===== src/rtl/add_pkg.sv =====
// rtl/add_pkg.sv - shared states and saturation constants for add_seq_unit (macro ADD_SEQ_SAT_EN)
package add_pkg;

    typedef enum logic [1:0] {
        IDLE = 2'd0,
        RUN  = 2'd1,
        DONE = 2'd2
    } state_t;

    // Widest operand the saturation helpers can describe; callers size-cast down.
    localparam int SAT_MAX_W = 256;

    // Largest positive two's-complement value of width w: 0 followed by ones.
    function automatic logic [SAT_MAX_W-1:0] sat_max_pos(input int w);
        logic [SAT_MAX_W-1:0] m;
        m = '0;
        for (int i = 0; i < w - 1; i++) begin
            m[i] = 1'b1;
        end
        return m;
    endfunction

    // Most negative two's-complement value of width w: 1 followed by zeros.
    function automatic logic [SAT_MAX_W-1:0] sat_min_neg(input int w);
        logic [SAT_MAX_W-1:0] m;
        m = '0;
        m[w-1] = 1'b1;
        return m;
    endfunction

endpackage


===== src/rtl/add_chunk.sv =====
// rtl/add_chunk.sv - combinational CHUNK-bit ripple slice with carry into its MSB
module add_chunk #(
    parameter int CHUNK = 8
) (
    input  logic [CHUNK-1:0] x,
    input  logic [CHUNK-1:0] y,
    input  logic             cin,
    output logic [CHUNK-1:0] sum,
    output logic             cout,
    output logic             c_msb_in
);

    logic [CHUNK:0] full;

    // One wide add; the MSB carry-in is recovered as x^y^sum at the top bit.
    always_comb begin
        full     = {1'b0, x} + {1'b0, y} + {{CHUNK{1'b0}}, cin};
        sum      = full[CHUNK-1:0];
        cout     = full[CHUNK];
        c_msb_in = x[CHUNK-1] ^ y[CHUNK-1] ^ full[CHUNK-1];
    end

endmodule


===== src/rtl/add_seq_unit.sv =====
// rtl/add_seq_unit.sv - multi-cycle add/subtract with S/Z/V/N flags, optional saturation via ADD_SEQ_SAT_EN
module add_seq_unit
    import add_pkg::*;
#(
    parameter int WIDTH = 32,
    parameter int CHUNK = 8
) (
    input  logic             clk,
    input  logic             rst_n,
    input  logic             in_valid,
    output logic             in_ready,
    input  logic [WIDTH-1:0] a,
    input  logic [WIDTH-1:0] b,
    input  logic             sign,
    input  logic             sub,
    output logic             out_valid,
    input  logic             out_ready,
    output logic [WIDTH-1:0] s,
    output logic             z,
    output logic             v,
    output logic             n
);

    localparam int NCYC = WIDTH / CHUNK;
    localparam int CW   = (NCYC > 1) ? $clog2(NCYC) : 1;
    localparam logic [CW-1:0] LAST = CW'(NCYC - 1);

    generate
        if ((WIDTH % CHUNK) != 0 || WIDTH < 2) begin : g_bad_params
            $error("add_seq_unit: WIDTH must be >= 2 and a multiple of CHUNK");
        end
    endgenerate

`ifdef ADD_SEQ_SAT_EN
    localparam logic [WIDTH-1:0] SAT_POS = WIDTH'(sat_max_pos(WIDTH));
    localparam logic [WIDTH-1:0] SAT_NEG = WIDTH'(sat_min_neg(WIDTH));
`endif

    state_t            state;
    state_t            state_next;
    logic [WIDTH-1:0]  a_r;
    logic [WIDTH-1:0]  b_r;
    logic [WIDTH-1:0]  acc;
    logic              sign_r;
    logic              sub_r;
    logic              carry;
    logic [CW-1:0]     cnt;

    logic [CHUNK-1:0]  slice_sum;
    logic              slice_cout;
    logic              slice_cmsb;
    logic [WIDTH-1:0]  res_w;
    logic [WIDTH-1:0]  s_c;
    logic              v_c;
    logic              n_c;
    logic              z_c;

    add_chunk #(.CHUNK(CHUNK)) u_chunk (
        .x        (a_r[cnt*CHUNK +: CHUNK]),
        .y        (b_r[cnt*CHUNK +: CHUNK]),
        .cin      (carry),
        .sum      (slice_sum),
        .cout     (slice_cout),
        .c_msb_in (slice_cmsb)
    );

    // Wrapped result with the current slice merged in; complete on the last RUN cycle.
    always_comb begin
        res_w = acc;
        res_w[cnt*CHUNK +: CHUNK] = slice_sum;
    end

    // Flag generation from the final slice carries, then optional saturation and zero test.
    always_comb begin
        v_c = 1'b0;
        n_c = 1'b0;
        s_c = res_w;
        case ({sign_r, sub_r})
            2'b00: begin
                v_c = slice_cout;
                n_c = 1'b0;
            end
            2'b01: begin
                v_c = ~slice_cout;
                n_c = ~slice_cout;
            end
            default: begin
                v_c = slice_cmsb ^ slice_cout;
                n_c = res_w[WIDTH-1] ^ (slice_cmsb ^ slice_cout);
            end
        endcase
`ifdef ADD_SEQ_SAT_EN
        if (v_c) begin
            if (!sign_r) begin
                s_c = sub_r ? '0 : '1;
            end else begin
                s_c = n_c ? SAT_NEG : SAT_POS;
            end
        end
`endif
        z_c = (s_c == '0);
    end

    // State register.
    always_ff @(posedge clk or negedge rst_n) begin
        if (!rst_n) begin
            state <= IDLE;
        end else begin
            state <= state_next;
        end
    end

    // Next-state and handshake outputs.
    always_comb begin
        state_next = state;
        in_ready   = 1'b0;
        out_valid  = 1'b0;
        case (state)
            IDLE: begin
                in_ready = 1'b1;
                if (in_valid) begin
                    state_next = RUN;
                end
            end
            RUN: begin
                if (cnt == LAST) begin
                    state_next = DONE;
                end
            end
            DONE: begin
                out_valid = 1'b1;
                if (out_ready) begin
                    state_next = IDLE;
                end
            end
            default: state_next = IDLE;
        endcase
    end

    // Operand capture, chunk sequencing and result/flag registers.
    always_ff @(posedge clk or negedge rst_n) begin
        if (!rst_n) begin
            a_r    <= '0;
            b_r    <= '0;
            acc    <= '0;
            sign_r <= 1'b0;
            sub_r  <= 1'b0;
            carry  <= 1'b0;
            cnt    <= '0;
            s      <= '0;
            z      <= 1'b0;
            v      <= 1'b0;
            n      <= 1'b0;
        end else begin
            case (state)
                IDLE: begin
                    if (in_valid) begin
                        a_r    <= a;
                        b_r    <= sub ? ~b : b;
                        sign_r <= sign;
                        sub_r  <= sub;
                        carry  <= sub;
                        cnt    <= '0;
                    end
                end
                RUN: begin
                    acc   <= res_w;
                    carry <= slice_cout;
                    cnt   <= cnt + CW'(1);
                    if (cnt == LAST) begin
                        s <= s_c;
                        z <= z_c;
                        v <= v_c;
                        n <= n_c;
                    end
                end
                default: begin
                end
            endcase
        end
    end

endmodule


===== config.mk =====
export PLATFORM = sky130hd
export DESIGN_NAME = add_seq_unit
export DESIGN_NICKNAME = d
export VERILOG_FILES = /design/src/rtl/add_pkg.sv /design/src/rtl/add_chunk.sv /design/src/rtl/add_seq_unit.sv
export SDC_FILE = /design/constraint.sdc
export NUM_CORES = 1
export LEC_CHECK = 0
export ABC_AREA = 1
export BUFFER_PORTS_ARGS = -buffer_cell sky130_fd_sc_hd__buf_2
export CORE_UTILIZATION = 40
export DETAILED_ROUTE_END_ITERATION = 16
export SYNTH_ARGS = -nofsm -noshare
export SYNTH_HDL_FRONTEND = slang
export SYNTH_HIERARCHICAL = 1
export SYNTH_SLANG_ARGS = --single-unit

===== constraint.sdc =====
create_clock -name clk -period 6.3 [get_ports clk]
set_input_delay 1.26 -clock clk [delete_from_list [all_inputs] [get_ports clk]]
set_output_delay 1.26 -clock clk [all_outputs]
set_load 0.02 [all_outputs]

# [Word-level counts from Yosys, hierarchy flattened]
# Cells that the tools add are included.
[word_totals] ff_bits=138 inputBits=70
[op_classes] addsub=4 eq_ne=7 shifts=4 muxes=14 bitwise_logic=6 reduce_logical=8
[op_table] operator="$shiftx A32 B6 Y8" count=2
[op_table] operator="$neg A5 Y34" count=1
[op_table] operator="$shift A8 B34 Y32 const A" count=1
[op_table] operator="$shiftx A8 B34 Y32" count=1
[op_table] operator="$bwmux W32" count=1
[op_table] operator="$logic_not A32 Y1" count=1
[op_table] operator="$mux W32" count=1
[op_table] operator="$not A32 Y32" count=1
[op_table] operator="$add A8 B8 Y9" count=1
[op_table] operator="$add A9 B1 Y9" count=1
[op_table] operator="$mux W2" count=4
[op_table] operator="$ne A2 B2 Y1 const B" count=3
[op_table] operator="$pmux W1 S2" count=3
[op_table] operator="$pmux W2 S3" count=1
[op_table] operator="$reduce_and A2 Y1" count=3
[op_table] operator="$eq A2 B1 Y1 const B" count=2
[op_table] operator="$eq A2 B2 Y1 const B" count=2
[op_table] operator="$logic_not A2 Y1" count=2
[op_table] operator="$pmux W2 S2" count=1
[op_table] operator="$xor A1 B1 Y1" count=4
[op_table] operator="$mux W1" count=3
[op_table] operator="$reduce_and A3 Y1" count=1
[op_table] operator="$add A2 B1 Y2 const B" count=1
[op_table] operator="$reduce_bool A2 Y1" count=1
[op_table] operator="$not A1 Y1" count=1

# [Longest topological paths before layout]
# Gate-level depths: netlist of run 1.
[logic_depth] ltp_word=7 depth_mapped=25 mapped_depth_nobuf=22

# [Cells and area by module]
# Netlist of run 1, hierarchy kept.
[modules_own_cells] module="add_seq_unit" instances=1 cells_each=807 area_each_um2=6657.6 seq_area_each_um2=3453.3
[modules_own_cells] module="add_chunk" instances=1 cells_each=59 area_each_um2=370.4 seq_area_each_um2=0.0

# [Worst setup path after synthesis of run 1]
# No wires, ideal clock.
[synth_timing] path_kind="register -> register" startpoint="reg cnt[0]" endpoint="reg z" setup_time_ps=65 arrival_ps=3058 required_time_ps=6235 setup_slack_ps=3177 path_stages_with_launch=23 path_buffers=3 period_less_slack_ps=3123 cell_sequence="dfrtp_1 -> buf_4 -> buf_4 -> inv_1 -> clkbuf_1 -> o21ai_0 -> o22ai_1 -> fa_1 -> fa_1 -> nand2_1 -> nand2_1 -> nand3b_1 -> nand2_1 -> nand2_1 -> nand2_1 -> nand3_1 -> o21a_1 -> nand2_1 -> nor2_1 -> nand2_1 -> nor2_1 -> nand2_1 -> nand2_1"
[synth_between] elab_chain_cells=6 word_cells_on_any_way=11
[synth_lines] element="from (decl)" line_no="add_seq_unit.sv:47" text="logic [CW-1:0] cnt;"
[synth_lines] element="from (signal assigned)" line_no="add_seq_unit.sv:169" text="cnt <= cnt + CW'(1);"
[synth_lines] element="$shiftx A32 B6 Y8 (on tied branches)" line_no="add_seq_unit.sv:59, add_seq_unit.sv:60"
[synth_lines] element="$add A8 B8 Y9 *" line_no="add_chunk.sv:17" text="full = {1'b0, x} + {1'b0, y} + {{CHUNK{1'b0}}, cin};"
[synth_lines] element="$add A9 B1 Y9 *" line_no="add_chunk.sv:17"
[synth_lines] element="via slice_sum[6]" line_no="add_seq_unit.sv:49" text="logic [CHUNK-1:0] slice_sum;"
[synth_lines] element="$shiftx A8 B34 Y32 *" line_no="add_seq_unit.sv:70" text="res_w[cnt*CHUNK +: CHUNK] = slice_sum;"
[synth_lines] element="$bwmux W32 *" line_no="add_seq_unit.sv:70"
[synth_lines] element="$logic_not A32 Y1 *" line_no="add_seq_unit.sv:101" text="z_c = (s_c == '0);"
[synth_lines] element="to (signal assigned)" line_no="add_seq_unit.sv:172" text="z <= z_c;"
[synth_lines] element="to (decl)" line_no="add_seq_unit.sv:19" text="output logic z,"
# The timed path passes the listed nets; every way through them passes the cells marked *.
# A chain may end at the register's enable or synchronous reset.

# [Final worst setup path of run 1]
[layout_timing] startpoint="reg cnt[1]" endpoint="reg z"
# Same word-level chain as after synthesis.

==> results of run 1 <==
==> cell families (layout without fill, tap and decap cells) <==
family / count (synthesis) / count (layout)
XOR/XNOR: 36 / 36
AO/OA/AOI/OAI: 163 / 163
AND/OR/NAND/NOR: 417 / 417
adder cells (fa/ha/maj): 15 / 15
buffers and inverters: 97 / 195
flip-flops: 138 / 138
==> area by class of cell <==
class                      count  area [um^2]  share of cell area (%)
inverter                      54          205                    2.48
timing repair buffer         111          574                    6.95
multi-input combinational    631         3170                    38.4
clock buffer                  22          474                    5.74
tap                          225          282                    3.41
sequential                   138         3450                    41.8
clock inverter                 8         95.1                    1.15
==> Yosys cell counts, drive strengths merged (2+ instances only) <==
master and number:
nand3b 4, buf 23, xnor2 34, clkbuf 20
o22ai 20, nand3 27, nand2 293, o21ai 124
a31oi 4, or2 2, o21a 3, fa 2
nor2 90, a21oi 8, inv 54, xor2 2
dfrtp 138, ha 13
==> state kept, by name (all words and copies together), names as in the netlist <==
signal / cells
a_r: 32
acc: 32
b_r: 32
carry: 1
cnt: 2
n: 1
s: 32
sign_r: 1
state: 2
sub_r: 1
v: 1
z: 1
==> metal layers <==
metal  vias up  global-route usage [%]  routed length (um)  part of all wire (%)
met2       136                    33.4                8070                    47
met3        26                    4.50                 684                   4.0
met4         0                    6.87                 305                   1.8
met1      2628                    27.5                7980                    47
li1       2944                       -                   -                     -
met5         -                       0                   0                     0
==> stage by stage <==
| stage | utilization, % | instances | worst slack (ns) |
|---|---|---|---|
| floorplan | - | 866 | 3.18 |
| global placement | 44.6 | 1159 | 2.73 |
| detailed placement | 44.6 | 1159 | 2.61 |
| CTS | 47.9 | 1189 | 2.58 |
| global route | 47.9 | 1189 | 2.08 |
| finish | 47.9 | 1189 | 2.57 |
==> power by group through the flow <==
| stage | Sequential (mW) | Clock [mW] | Combinational, mW |
|---|---|---|---|
| 2_1_floorplan | 1.57 | 0 | 1.95 |
| 3_3_place_gp | 1.53 | 0 | 2.71 |
| 3_5_place_dp | 1.53 | 0 | 2.75 |
| 4_1_cts | 1.52 | 0.993 | 2.76 |
| 5_1_grt | 1.56 | 1.03 | 3.12 |
| 6_report | 1.51 | 0.978 | 2.74 |
==> how the worst min path moves through the flow <==
stage	start	endpoint	slack, ns
floorplan	a_r[16]$_DFFE_PN0P_	a_r[16]$_DFFE_PN0P_	0.44
global placement	a_r[11]$_DFFE_PN0P_	a_r[11]$_DFFE_PN0P_	0.46
detailed placement	a_r[18]$_DFFE_PN0P_	a_r[18]$_DFFE_PN0P_	0.46
CTS	a_r[18]$_DFFE_PN0P_	a_r[18]$_DFFE_PN0P_	0.48
global route	s[5]$_DFFE_PN0P_	s[5]$_DFFE_PN0P_	0.49
finish	a_r[20]$_DFFE_PN0P_	a_r[20]$_DFFE_PN0P_	0.47
==> worst max-delay path, cell delays in order, from the launching register on <==
cell and delay (ns):
dfrtp_1 0.75, inv_1 0.45, o21ai_0 0.18, o22ai_1 0.12, fa_1 0.48, fa_1 0.42
nand2_1 0.08, nand2_1 0.06, nand3b_1 0.10, nand2_1 0.08, nand2_1 0.07, nand2_1 0.10
nand3_1 0.14, o21a_1 0.18, nand2_1 0.06, nor2_1 0.10, nand2_1 0.06, nor2_1 0.09
nand2_1 0.06, nand2_1 0.05
==> metrics.yaml, run 1 <==
status: "completed"
dp_hpwl_um: 12000
synth_nets: 951
p_seq_share_pct: 29.0
rsz0062_at_grt: "false"
crit_type: "register to register"
chipHeight_um: 135
cts_setup_buffers: 0
tightest_slew_ns: 0.999
via_count: 5734
required_ns: 6.66
grt_pass1_vias: 5705
synthAdderAreaFrac_pct: 2.88
intPower_mw: 2.79
final_cell_mix: "nand2_1 (289), dfrtp_1 (138), o21ai_0 (114)"
crit_path_start: "cnt[1]$_DFFE_PN0P_"
final-hold-violation-count: 0
synthFlopType: "dfrtp_1"
start_util_pct: 40.8
fin_nets: 1038
reg2reg_slack_ns: 2.57
setup_viol: 0
fp.coreArea_um2: 17200
synth_mux_area_share_pct: 0
cp-endpoint: "z$_DFFE_PN0P_"
cp.arrival_ns: 4.08
p_sw_mw: 2.44
p_per_area_nw_per_um2: 633
hold_path_class: "register to register"
num_rows: 48
portBuffers: 106
cts_resized: 0
ys_seq_area_share_pct: 49.1
crit_path_end_kind: "register"
fin_skew_ns: 0.00642
slew_headroom_pct: 33.4
postPlaceCellArea_um2: 7690
nFillCells: 1726
antenna_cells: 0
clock_latency_ns: 0.42
synthCells: 866
ir_drop_mv: 0.369
ys_ff_latch: 138
synthDistinctLibCells: 38
clock_path_buffers: 2
r2r_end: "z$_DFFE_PN0P_"
drtPass1Iterations: 5
grt_overflow: 0
synth_top_cell_area_share_pct: 49.1
synth-xor-area-share_pct: 4.49
fmax_ghz: 0.268
swShare_pct: 46.7
fin_crit_sh_pct: 59.2
slew_viol_final: 0
finalCriticalPeriod_ns: 3.73
grt.total_usage_pct: 20.7
ios: 107
stdcell_area_um2: 8260
drive_above_1_share_pct: 18.6
die_x_um: 135
die-area_um2: 18100
cts_max_level: 4
async_reset_ff_share_pct: 100
yosysWarnings: 6
place_congestion: 0.851
clkSinkCount: 138
r2r-start: "cnt[1]$_DFFE_PN0P_"
antenna_found_initial: 0
p_leak_nw: 4.12
via_per_inst: 4.82
synth_top_family_by_area: "simple AND/OR/NAND/NOR gates"
tns_ns: 0
synth_area_leaders: "dfrtp_1 (49%), nand2_1 (16%), o21ai_0 (8.1%), xnor2_1 (4.2%), nor2_1 (4.0%)"
cts_tree: "built"
cp_max_fo: 21
yosys.area_share.simple_pct: 25.1
wl_um: 17000
r2r_cells: 19
syn2layout_area_growth_pct: 17.5
clkTransAtPathRegs_ns: 0.05
hold_ws_ns: 0.472
yosysTopAreaCell: "dfrtp_1"
start_kind: "register"
holdPathStages: 2
grt_pass1_wl_um: 28800
drc: 0
layout_commonest_cell: "nand2_1"
routedWlPerCell_um: 14.3
synth_compound_area_share_pct: 12.6
p_total_mw: 5.23
p_clk_share_pct: 18.7
synth_edf_count: 0
netlist_area_um2: 7030
ctsHoldBuffers: 0
synth_area_per_cell_um2: 8.12
power_frac_comb_pct: 52.3
drtIter0Drc: 377
maxCapViolations: 0
ant_nets: 0
clockRootBuffer: "clkbuf_16"
grt_max_degree: 109
cts_buffers: 17
Note: power is estimated with default switching activity, not from simulation.
==> run 2: changes to the inputs <==
==> constraint.sdc (replaced) <==
create_clock -name clk -period 3.46 [get_ports clk]
set_input_delay 0.692 -clock clk [delete_from_list [all_inputs] [get_ports clk]]
set_output_delay 0.692 -clock clk [all_outputs]
set_load 0.02 [all_outputs]
==> run 2 against run 1 <==
Against the previous run:
- critical path depth shrank 1
- final cell count grew 0.76%
- power grew 83%
- utilization grew 0.36 points
- largest cell class unchanged
- critical path type unchanged
- via count grew 1.3%
- non-clock buffer count grew 7
- final area grew 0.76%
- clock skew shrank 0.00052 ns
- sequential share of layout area shrank 0.31 points
- sequential power grew 81%
- highest routed layer unchanged
- wire length grew 0.81%
==> metrics.yaml, run 2 (synthesis results as in run 1) <==
status: "completed"  # unchanged
grt_use_met2_pct: 33.6  # was 33.4%
stdcell_area_um2: 8320  # was 8260 um^2
top_usage_layer: "met2"  # unchanged
ant_nets: 0  # unchanged
portBuffers: 106  # unchanged
clock_latency_ns: 0.43  # was 0.42 ns
antenna_found_initial: 0  # unchanged
clkSinkCount: 138  # unchanged
drtPass1Iterations: 5  # unchanged
place_congestion: 0.881  # was 0.851
intPower_mw: 5.11  # was 2.79 mW
r2r_cells: 18  # was 19
cp.arrival_ns: 3.50  # was 4.08 ns
wl_um: 17200  # was 17000 um
nFillCells: 1731  # was 1726
cts_setup_buffers: 0  # unchanged
cp_max_fo: 19  # was 21
final-hold-violation-count: 0  # unchanged
p_sw_mw: 4.48  # was 2.44 mW
power_frac_comb_pct: 53.1  # was 52.3%
layout_commonest_cell: "nand2_1"  # unchanged
start_kind: "register"  # unchanged
slew_viol_final: 0  # unchanged
ctsHoldBuffers: 0  # unchanged
chipHeight_um: 135  # unchanged
p_clk_share_pct: 18.3  # was 18.7%
cts_max_level: 4  # unchanged
multi_input_area_um2: 3170  # unchanged
via_count: 5807  # was 5734
fmax_ghz: 0.314  # was 0.268 GHz
ir_drop_mv: 0.558  # was 0.369 mV
grt.total_usage_pct: 20.6  # was 20.7%
clock_path_buffers: 2  # unchanged
cts_buffers: 17  # unchanged
fin_nets: 1045  # was 1038
fp.coreArea_um2: 17200  # unchanged
p_leak_nw: 4.16  # was 4.12 nW
drive_above_1_share_pct: 18.9  # was 18.6%
required_ns: 3.78  # was 6.66 ns
use_met3_pct: 4.02  # was 4.50%
finalCriticalPeriod_ns: 3.18  # was 3.73 ns
tns_ns: 0  # unchanged
hold_path_class: "input pin to asynchronous set/reset pin"  # was register to register
p_total_mw: 9.59  # was 5.23 mW
postPlaceCellArea_um2: 7750  # was 7690 um^2
crit_path_end_kind: "register"  # unchanged
crit_path_start: "cnt[1]$_DFFE_PN0P_"  # unchanged
grt.met1_usage_pct: 26.8  # was 27.5%
slew_headroom_pct: 42.4  # was 33.4%
tightest_slew_ns: 0.864  # was 0.999 ns
maxCapViolations: 0  # unchanged
crit_type: "register to register"  # unchanged
drc: 0  # unchanged
antenna_cells: 0  # unchanged
num_rows: 48  # unchanged
die-area_um2: 18100  # unchanged
fin_skew_ns: 0.00590  # was 0.00642 ns
r2r_end: "z$_DFFE_PN0P_"  # unchanged
clkTransAtPathRegs_ns: 0.06  # was 0.05 ns
syn2layout_area_growth_pct: 18.4  # was 17.5%
r2r-start: "cnt[1]$_DFFE_PN0P_"  # unchanged
reg2reg_slack_ns: 0.28  # was 2.57 ns
grt_pass1_wl_um: 28600  # was 28800 um
rsz0062_at_grt: "false"  # unchanged
grt_overflow: 0  # unchanged
ff_latch_area_um2: 3450  # unchanged
p_per_area_nw_per_um2: 1150  # was 633 nW/um^2
routedWlPerCell_um: 14.3  # about the same
p_seq_share_pct: 28.6  # was 29.0%
setup_viol: 0  # unchanged
die_x_um: 135  # unchanged
clockRootBuffer: "clkbuf_16"  # unchanged
drtIter0Drc: 304  # was 377
ios: 107  # unchanged
dp_hpwl_um: 12300  # was 12000 um
final_cell_mix: "nand2_1 (290), dfrtp_1 (138), o21ai_0 (113)"  # was nand2_1 (289), dfrtp_1 (138), o21ai_0 (114)
grt_pass1_vias: 5672  # was 5705
swShare_pct: 46.7  # about the same
cts_resized: 0  # unchanged
cts_tree: "built"  # unchanged
via_per_inst: 4.85  # was 4.82
grt_max_degree: 99  # was 109
fin_crit_sh_pct: 91.9  # was 59.2%
start_util_pct: 40.8  # unchanged
hold_ws_ns: 0.274  # was 0.472 ns
run 2: cell count changes in the layout (fill, tap and decap cells not counted), sizes merged:
cell      change
clkinvlp      -1
buf           +7
clkbuf        +3
run 2: how the worst max path moves through the flow:
stage / to / slack (ns) / cells past startpoint
after floorplan: z$_DFFE_PN0P_ / 0.34 / 22
after global placement: z$_DFFE_PN0P_ / 0.29 / 18
after detailed placement: z$_DFFE_PN0P_ / 0.28 / 18
after CTS: z$_DFFE_PN0P_ / 0.24 / 13
after global routing: z$_DFFE_PN0P_ / 0.03 / 20
final: z$_DFFE_PN0P_ / 0.28 / 18
run 2: cell type report:
type                    count  share of cell area [%]
multi-input cells         631                    38.2
repair buffers            118                    7.68
inverters                  54                    2.47
clock inverters             7                    1.10
flip-flops and latches    138                    41.5
clock buffers              25                    5.71
well taps                 225                    3.38
run 2: power by group through the flow:
stage	Clock [mW]	Combinational, mW	Sequential, mW
2_1_floorplan	0	3.55	2.87
3_3_place_gp	0	5.05	2.76
3_5_place_dp	0	5.09	2.76
4_1_cts	1.80	5.11	2.74
5_1_grt	1.87	5.74	2.83
6_report	1.76	5.09	2.74
run 2: per-stage QoR:
step,util (%),std cells,setup WS (ns)
floorplan,-,866,0.337
global placement,45.0,1166,0.288
detailed placement,45.0,1166,0.279
CTS,48.3,1198,0.242
global route,48.3,1198,0.0259
finish,48.3,1198,0.279
run 2: layer usage:
layer | part of all wire, % | vias up
li1 | - | 2955
met1 | 45 | 2663
met2 | 48 | 152
met3 | 4.1 | 37
met4 | 2.5 | 0
met5 | 0 | -
run 2: worst max-delay path, stage by stage, from the launching register on:
cell     delay, ns
dfrtp_1       0.38
inv_1         0.38
o21ai_0       0.16
o22ai_1       0.22
fa_1          0.28
fa_2          0.24
nand2_1       0.06
nand2_1       0.08
nand2_1       0.06
xnor2_1       0.43
nand3_2       0.18
nor2_1        0.16
nor2_2        0.06
nand2_1       0.07
nor2_1        0.07
nand3_1       0.09
nor2_1        0.04
nand2_1       0.05
nand2_1       0.05
==> run 3: changes to the inputs <==
--- a/config.mk
+++ b/config.mk
@@ -7,7 +7,7 @@
 export LEC_CHECK = 0
 export ABC_AREA = 1
 export BUFFER_PORTS_ARGS = -buffer_cell sky130_fd_sc_hd__buf_2
-export CORE_UTILIZATION = 40
+export CORE_UTILIZATION = 30
 export DETAILED_ROUTE_END_ITERATION = 16
 export SYNTH_ARGS = -nofsm -noshare
 export SYNTH_HDL_FRONTEND = slang
==> run 3 against run 2 <==
Against the previous run:
- setup slack better by 0.095 ns
- sequential power about the same
- count of clock-buffer cells in the layout down 5
- critical path type unchanged
- critical endpoint unchanged
- largest cell class unchanged
- largest power group unchanged
==> metrics.yaml, run 3 (synthesis results as in run 1) <==
clock_latency_ns: 0.43  # about the same
antenna_cells: 0  # unchanged
crit_path_end_kind: "register"  # unchanged
clock_path_buffers: 2  # unchanged
p_per_area_nw_per_um2: 1140  # was 1150 nW/um^2
rsz0062_at_grt: "false"  # unchanged
via_count: 5826  # was 5807
fin_crit_sh_pct: 89.2  # was 91.9%
hold_ws_ns: 0.237  # was 0.274 ns
dp_hpwl_um: 13400  # was 12300 um
chipHeight_um: 155  # was 135 um
layout_commonest_cell: "nand2_1"  # unchanged
clkSinkCount: 138  # unchanged
fin_skew_ns: 0.0105  # was 0.00590 ns
grt_pass1_wl_um: 30800  # was 28600 um
die-area_um2: 24000  # was 18100 um^2
cts_setup_buffers: 0  # unchanged
place_congestion: 0.927  # was 0.881
fin_nets: 1044  # was 1045
fmax_ghz: 0.324  # was 0.314 GHz
path_buf_inv: 1  # unchanged
slew_viol_final: 0  # unchanged
clkTransAtPathRegs_ns: 0.06  # about the same
drc: 0  # unchanged
tightest_slew_ns: 0.929  # was 0.864 ns
clockRootBuffer: "clkbuf_16"  # unchanged
cp_max_fo: 33  # was 19
crit_type: "register to register"  # unchanged
grt.total_usage_pct: 16.7  # was 20.6%
top_usage_layer: "met2"  # unchanged
path_common_cell: "nand2_1"  # unchanged
ant_nets: 0  # unchanged
slowest_delay_ns: 0.41  # was 0.43 ns
required_ns: 3.78  # about the same
cts_max_level: 4  # unchanged
num_rows: 55  # was 48
drive_above_1_share_pct: 19.2  # was 18.9%
antenna_found_initial: 0  # unchanged
p_leak_nw: 4.15  # was 4.16 nW
via_per_inst: 4.53  # was 4.85
ios: 107  # unchanged
crit_path_cell_trace: "buf_4 > o21ai_0 > o22ai_1 > fa_2 > fa_1 > nand2_1 > nand2_1 > nand2_1 > xnor2_1 > nand3_2 > nor2_1 > nor2_2 > nand2_1 > nor2_1 > nand3_1 > nor2_1 > nand2_1 > nand2_1"  # was inv_1 > o21ai_0 > o22ai_1 > fa_1 > fa_2 > nand2_1 > nand2_1 > nand2_1 > xnor2_1 > nand3_2 > nor2_1 > nor2_2 > nand2_1 > nor2_1 > nand3_1 > nor2_1 > nand2_1 > nand2_1
slowest_stage: "fa_1"  # was xnor2_1
slew_headroom_pct: 38.1  # was 42.4%
routedWlPerCell_um: 14.5  # was 14.3 um
ctsHoldBuffers: 0  # unchanged
finalCriticalPeriod_ns: 3.09  # was 3.18 ns
drtIter0Drc: 481  # was 304
critPathTopFamily: "simple AND/OR/NAND/NOR gates"  # unchanged
grt_overflow: 0  # unchanged
final_cell_mix: "nand2_1 (290), dfrtp_1 (138), o21ai_0 (113)"  # unchanged
grt.met1_usage_pct: 22.4  # was 26.8%
grt_max_degree: 99  # unchanged
grt_use_met2_pct: 26.7  # was 33.6%
start_util_pct: 30.9  # was 40.8%
fp.coreArea_um2: 22800  # was 17200 um^2
hold_path_class: "input pin to asynchronous set/reset pin"  # unchanged
cp.arrival_ns: 3.40  # was 3.50 ns
grt_pass1_vias: 5896  # was 5672
cts_buffers: 17  # unchanged
syn2layout_area_growth_pct: 20.0  # was 18.4%
reg2reg_slack_ns: 0.37  # was 0.28 ns
final-hold-violation-count: 0  # unchanged
die_x_um: 155  # was 135 um
wl_um: 18700  # was 17200 um
crit_path_start: "cnt[0]$_DFFE_PN0P_"  # was cnt[1]$_DFFE_PN0P_
status: "completed"  # unchanged
ir_drop_mv: 0.541  # was 0.558 mV
drtPass1Iterations: 5  # unchanged
start_kind: "register"  # unchanged
r2r_end: "z$_DFFE_PN0P_"  # unchanged
r2r_cells: 18  # unchanged
portBuffers: 106  # unchanged
use_met3_pct: 3.29  # was 4.02%
tns_ns: 0  # unchanged
setup_viol: 0  # unchanged
cts_tree: "built"  # unchanged
r2r-start: "cnt[0]$_DFFE_PN0P_"  # was cnt[1]$_DFFE_PN0P_
maxCapViolations: 0  # unchanged
## run 3: cell types whose count changed in the layout (fill, tap and decap cells not counted), moves of 2 or more
cell,before,now
clkinvlp_4,1,3
clkbuf_1,6,2
buf_4,11,9
inv_6,0,4
## run 3: routing by layer
metal | wire length, um | part of all wire (%)
met5 | 0 | 0
met2 | 8550 | 46
met3 | 816 | 4.4
met4 | 416 | 2.2
met1 | 8880 | 48
## run 3: repair_timing
action	4_1_cts	5_1_grt
setup endpoints to repair	0	1
hold endpoints to repair	0	0
gates resized for setup	0	2
## run 3: cell type report
cell class / count / area (um^2)
Clock buffer: 20 / 447
Tap cell: 313 / 392
Timing Repair Buffer: 117 / 644
Inverter: 54 / 205
Clock inverter: 12 / 115
Sequential cell: 138 / 3450
Multi-Input combinational cell: 631 / 3170
Fill cell: 2389 / 14300
## run 3: worst max path at each step
stage	endpoint	slack, ns	depth (start not counted)
global placement	z$_DFFE_PN0P_	0.35	18
floorplan	z$_DFFE_PN0P_	0.34	22
finish	z$_DFFE_PN0P_	0.37	18
detailed placement	z$_DFFE_PN0P_	0.27	19
CTS	z$_DFFE_PN0P_	0.26	19
global route	z$_DFFE_PN0P_	0.02	23
## run 3: worst reg2reg max path: stages (launching register included)
cell     delay, ns
dfrtp_1       0.39
buf_4         0.23
o21ai_0       0.21
o22ai_1       0.14
fa_2          0.39
fa_1          0.41
nand2_1       0.09
nand2_1       0.08
nand2_1       0.08
xnor2_1       0.21
nand3_2       0.12
nor2_1        0.21
nor2_2        0.08
nand2_1       0.09
nor2_1        0.07
nand3_1       0.08
nor2_1        0.04
nand2_1       0.05
nand2_1       0.04
## run 3: through the flow
step                      instance area, um^2  total power, mW  utilization [%]  std cells  worst slack [ns]
after floorplan                          7030             6.42                -        866             0.337
final                                    8430             9.65             37.0       1285             0.374
after global placement                   7870             7.88             34.5       1253             0.348
after detailed placement                 7870             7.92             34.5       1253             0.274
after CTS                                8430             9.71             37.0       1285             0.258
after global routing                     8430             10.5             37.0       1285            0.0242
## run 3: where the power goes
| part | switching (mW) | leakage [nW] | internal (mW) | total (mW) |
|---|---|---|---|---|
| clock network | 0.734 | 0.268 | 1.01 | 1.75 |
| registers | 0.428 | 1.79 | 2.32 | 2.75 |
| logic | 3.45 | 2.10 | 1.70 | 5.15 |
